### src/rtl/hazard_stall_controller.sv
// Hazard sequencer for the 5-stage core: load-use stalls, taken-branch
// flushes, the mult/div occupancy FSM and saturating perf counters.
module hazard_stall_controller #(
    parameter int MDU_LATENCY = 4,
    parameter int CNT_W       = 16
) (
    input  logic             clk,
    input  logic             reset,
    input  logic             id_ex_mem_read,
    input  logic [4:0]       id_ex_write_reg_addr,
    input  logic [4:0]       if_id_instr_rs,
    input  logic [4:0]       if_id_instr_rt,
    input  logic             if_id_uses_rt,
    input  logic             branch_taken,
    input  logic             mdu_start,
    input  logic             perf_clr,
    output logic             pc_write,
    output logic             if_id_write,
    output logic             id_ex_write,
    output logic             if_id_flush,
    output logic             id_ex_bubble,
    output logic             ex_mem_bubble,
    output logic             mdu_done,
    output logic [CNT_W-1:0] stall_cycles,
    output logic [CNT_W-1:0] flush_count
);

    localparam int CW = (MDU_LATENCY > 2) ? $clog2(MDU_LATENCY) : 1;
    localparam logic [CW-1:0] CNT_INIT = CW'(MDU_LATENCY - 3);

    typedef enum logic [1:0] {
        IDLE,
        BUSY,
        LAST
    } state_t;

    state_t        state;
    state_t        state_next;
    logic [CW-1:0] cnt;
    logic [CW-1:0] cnt_next;
    logic          mdu_stall;
    logic          br_flush;
    logic          last_cyc;
    logic          load_use;

    assign load_use = id_ex_mem_read
                   && (id_ex_write_reg_addr != 5'd0)
                   && ((id_ex_write_reg_addr == if_id_instr_rs)
                    || (if_id_uses_rt
                     && id_ex_write_reg_addr == if_id_instr_rt));

    always_ff @(posedge clk or posedge reset) begin
        if (reset) begin
            state <= IDLE;
            cnt   <= '0;
        end else begin
            state <= state_next;
            cnt   <= cnt_next;
        end
    end

    // A branch can only be resolved in EX while no MDU op occupies it
    always_comb begin
        state_next = state;
        cnt_next   = cnt;
        mdu_stall  = 1'b0;
        br_flush   = 1'b0;
        last_cyc   = 1'b0;
        unique case (state)
            IDLE: begin
                if (branch_taken) begin
                    br_flush = 1'b1;
                end else if (mdu_start) begin
                    mdu_stall  = 1'b1;
                    cnt_next   = CNT_INIT;
                    state_next = BUSY;
                end
            end
            BUSY: begin
                mdu_stall = 1'b1;
                if (cnt == '0) begin
                    state_next = LAST;
                end else begin
                    cnt_next = cnt - CW'(1);
                end
            end
            LAST: begin
                last_cyc   = 1'b1;
                state_next = IDLE;
            end
            default: begin
                state_next = IDLE;
            end
        endcase
    end

    always_comb begin
        pc_write      = 1'b1;
        if_id_write   = 1'b1;
        id_ex_write   = 1'b1;
        if_id_flush   = 1'b0;
        id_ex_bubble  = 1'b0;
        ex_mem_bubble = 1'b0;
        mdu_done      = 1'b0;
        if (reset) begin
            pc_write      = 1'b0;
            if_id_write   = 1'b0;
            id_ex_write   = 1'b0;
            if_id_flush   = 1'b1;
            id_ex_bubble  = 1'b1;
            ex_mem_bubble = 1'b1;
        end else begin
            mdu_done = last_cyc;
            if (br_flush) begin
                if_id_flush  = 1'b1;
                id_ex_bubble = 1'b1;
            end else if (mdu_stall) begin
                pc_write      = 1'b0;
                if_id_write   = 1'b0;
                id_ex_write   = 1'b0;
                ex_mem_bubble = 1'b1;
            end else if (load_use) begin
                pc_write     = 1'b0;
                if_id_write  = 1'b0;
                id_ex_bubble = 1'b1;
            end
        end
    end

    always_ff @(posedge clk or posedge reset) begin
        if (reset) begin
            stall_cycles <= '0;
            flush_count  <= '0;
        end else if (perf_clr) begin
            stall_cycles <= '0;
            flush_count  <= '0;
        end else begin
            if (!pc_write && stall_cycles != '1) begin
                stall_cycles <= stall_cycles + CNT_W'(1);
            end
            if (br_flush && flush_count != '1) begin
                flush_count <= flush_count + CNT_W'(1);
            end
        end
    end

endmodule

### config.mk
export PLATFORM = sky130hd
export DESIGN_NAME = hazard_stall_controller
export DESIGN_NICKNAME = d
export VERILOG_FILES = /design/src/rtl/hazard_stall_controller.sv
export SDC_FILE = /design/constraint.sdc
export NUM_CORES = 1
export LEC_CHECK = 0
export CAP_MARGIN = 30
export CELL_PAD_IN_SITES_DETAIL_PLACEMENT = 1
export CELL_PAD_IN_SITES_GLOBAL_PLACEMENT = 2
export CORE_MARGIN = 2
export CORE_UTILIZATION = 30
export DETAILED_ROUTE_END_ITERATION = 10
export PLACE_DENSITY = 0.91
export SETUP_SLACK_MARGIN = 0.5
export SLEW_MARGIN = 20
export SYNTH_ARGS = -nofsm -noshare
export SYNTH_HDL_FRONTEND = slang
export SYNTH_SLANG_ARGS = --single-unit
### constraint.sdc
create_clock -name clk -period 5.1 [get_ports clk]
set_input_delay 1.02 -clock clk [delete_from_list [all_inputs] [get_ports clk]]
set_output_delay 1.02 -clock clk [all_outputs]
set_load 0.02 [all_outputs]
==> impl_metrics.toml <==
[placement]
gp_congestion = 0.714
post-dp-hpwl_mm = 4.16
dpl_cell_area_um2 = 2800
port_buffers = 60
dp_slack_ns = 0.884

[floorplan]
start_util_pct = 31.0
io_pins = 61
coreArea_um2 = 6790
die_w_um = 87.8
die_y_um = 87.8
dieArea_um2 = 7710
rows = 30

[routing]
met2_wirelength_mm = 2.66
drt_first_iter_violations = 87
vias_per_cell = 5.23
dr_wl_met3_um = 235
top_layer = "met4"
first_pass_iters = 4
wire_per_inst_um = 15.3
wirelength_mm = 5.89
drt-met1-wl_mm = 2.93
drc_errors = 0
ant_nets = 0
vias = 2017

[power]
ir_worst_vdd_mv = 0.152
finalPower_uw = 831
p_leak_uw = 0.00112
power_density_nw_per_um2 = 287

[clocking]
cts-buffers-inserted = 5
clock-root-buffer = "clkbuf_8"
post_cts_buffers = 0
cts_max_level = 2
cts_hold_buf = 0
tritoncts = "built"
cts_buffer_depth = 2
clkTransAtPathRegs_ns = 0.07
clkLatencyLatePin_ns = 0.29
ctsResizeCount = 0
clock_sinks = 36

[timing]
layout_setup_ws_ns = 0.881
hold_ws_ns = 0.484
setup_tns_ns = 0
min_period_over_period_pct = 82.7
rsz0062_at_grt = "false"
finalMaxSlewViolations = 0
worst_slew_pin_slew_ns = 0.823
final-setup-viol-count = 0
max_freq_mhz = 237
finalCriticalPeriod_ns = 4.22
finalHoldViolations = 0
skew_ns = 0.00990
slew_headroom_pct = 45.1

[logic_synthesis]
synthTopCellsByCount = "dfrtp_1, a21oi_1, nor2_1, or4_1, o31ai_1"
postSynthCellCount = 231
synth_cell_types = 42
synth-edff-count = 0
syn-num-nets = 256
synth_area_leaders = "dfrtp_1, a21oi_1, or4_1"
synth_largest_area_cell = "dfrtp_1"
synth_ff_type = "dfrtp_1"
ys_seq_elements = 36
syn_avg_cell_area_um2 = 9.12
synth_most_common_cell = "dfrtp_1"
synthArstFlopShare_pct = 100
synth-seq-area-share_pct = 42.8
synth_top_area_share_pct = 42.8
netlist_area_um2 = 2110
yosysWarnings = 0

[global_routing]
gr-total-overflow = 0
antenna_found_initial = 0
grt_pass1_wl_mm = 9.67
grt_start_max_net_pins = 33
grt_pass1_vias = 2023
grt_usage_pct = 15.6

[final_layout]
final_cell_area_um2 = 2890
seq_area_um2 = 901
drive_gt1_share_pct = 6.90
multi_input_area_um2 = 1120
area_growth_pct = 37.3
antenna_cells = 0
layout.nets = 314
fillCellCount = 790

[worst_setup_path]
arrival_ns = 3.20
worstPathMaxFanout = 3
cp_common_cell = "clkdlybuf4s50_1"
end_kind = "output pin"
required_ns = 4.08
cpPeakStageDelay_ns = 0.60
critPathSlowestCell = "clkdlybuf4s50_1"
crit_chain = "clkdlybuf4s50_1 -> or4_1 -> o21ai_1 -> o21bai_1 -> a21o_1 -> clkdlybuf4s50_1"
criticalPathCategory = "in2out"
crit_buf_inv = 2
r2r_cells = 6
crit_family = "buffers and inverters"
cp.depth = 6
worstSetupStartpointType = "input port"

[run_status]
status = "finished clean"

[min_path]
hold_path_class = "reg2reg"
hold_depth = 1

[run]
max_cap_viol_count = 0
## through the flow
| stage | cells | utilization (%) |
|---|---|---|
| 2_1_floorplan | 231 | - |
| 5_1_grt | 386 | 42.6 |
| 4_1_cts | 386 | 42.6 |
| 6_report | 386 | 42.6 |
| 3_5_place_dp | 378 | 41.2 |
| 3_3_place_gp | 378 | 41.2 |
## area by class of cell
type	count	area share [%]
Multi-Input combinational cell	175	38.9
Sequential cell	36	31.2
Timing Repair Buffer	63	21.5
Tap cell	96	4.15
Clock buffer	6	2.86
Inverter	8	1.04
Clock inverter	2	0.346
## state kept, by name, summed over array words and instances, names as in the netlist
signal and cells:
flush_count 16, state 2, cnt 2, stall_cycles 16
## placed cells by master, fill, tap and decap left out, types with 3 or more instances in the layout
cell type / Yosys / final
nor2_1: 20 / 20
or4_1: 14 / 14
inv_1: 6 / 6
clkbuf_8: 0 / 6
xor2_1: 12 / 12
nand3_1: 9 / 9
ha_1: 3 / 3
o31ai_1: 13 / 13
xnor2_1: 8 / 8
o21ai_0: 6 / 6
o21ai_1: 3 / 3
nand4_1: 7 / 7
or3_1: 7 / 7
and4_1: 3 / 3
dfrtp_1: 36 / 36
buf_4: 1 / 3
and3_1: 8 / 8
nand2_1: 12 / 12
and4_4: 3 / 3
clkdlybuf4s50_1: 0 / 60
a21oi_1: 22 / 22
## kinds of logic (layout without fill, tap and decap cells)
family,after synthesis,in the layout,synth area share (%)
flip-flops,36,36,42.8
adder cells (fa/ha/maj),3,3,1.78
multiplexers,1,1,0.475
buffers and inverters,20,79,4.04
XOR/XNOR,20,20,8.32
AND/OR/NAND/NOR,94,94,25.7
AO/OA/AOI/OAI,57,57,16.9
## worst register-to-register path, stage by stage, from the launching register on
cell and delay, ns:
dfrtp_1 0.42, ha_1 0.29, and4_4 0.23, and4_4 0.17, a211o_1 0.54, or4_1 0.60
a21oi_1 0.16
## layer usage
metal / track usage [%] / vias up
met3: 2.92 / 6
met5: 0 / -
li1: - / 976
met2: 25.5 / 48
met4: 4.20 / 0
met1: 21.3 / 987
## report_power, final
part	internal, µW	switching (µW)
logic	116	163
clock network	108	108
registers	309	27.5
## path summary, 6_finish.rpt
| path | startpoint | endpoint | slack (ns) |
|---|---|---|---|
| setup / recovery | id_ex_write_reg_addr[1] | pc_write | 0.88 |
| hold / removal | cnt[0]$_DFFE_PP0P_ | cnt[0]$_DFFE_PP0P_ | 0.48 |
| setup reg to reg | stall_cycles[0]$_DFFE_PP0P_ | stall_cycles[5]$_DFFE_PP0P_ | 2.61 |
| hold reg to reg | cnt[0]$_DFFE_PP0P_ | cnt[0]$_DFFE_PP0P_ | 0.48 |
| max in group asynchronous | reset | flush_count[6]$_DFFE_PP0P_ | 3.41 |
| min in group asynchronous | reset | cnt[0]$_DFFE_PP0P_ | 1.00 |
(Power assumes the default switching activity.)
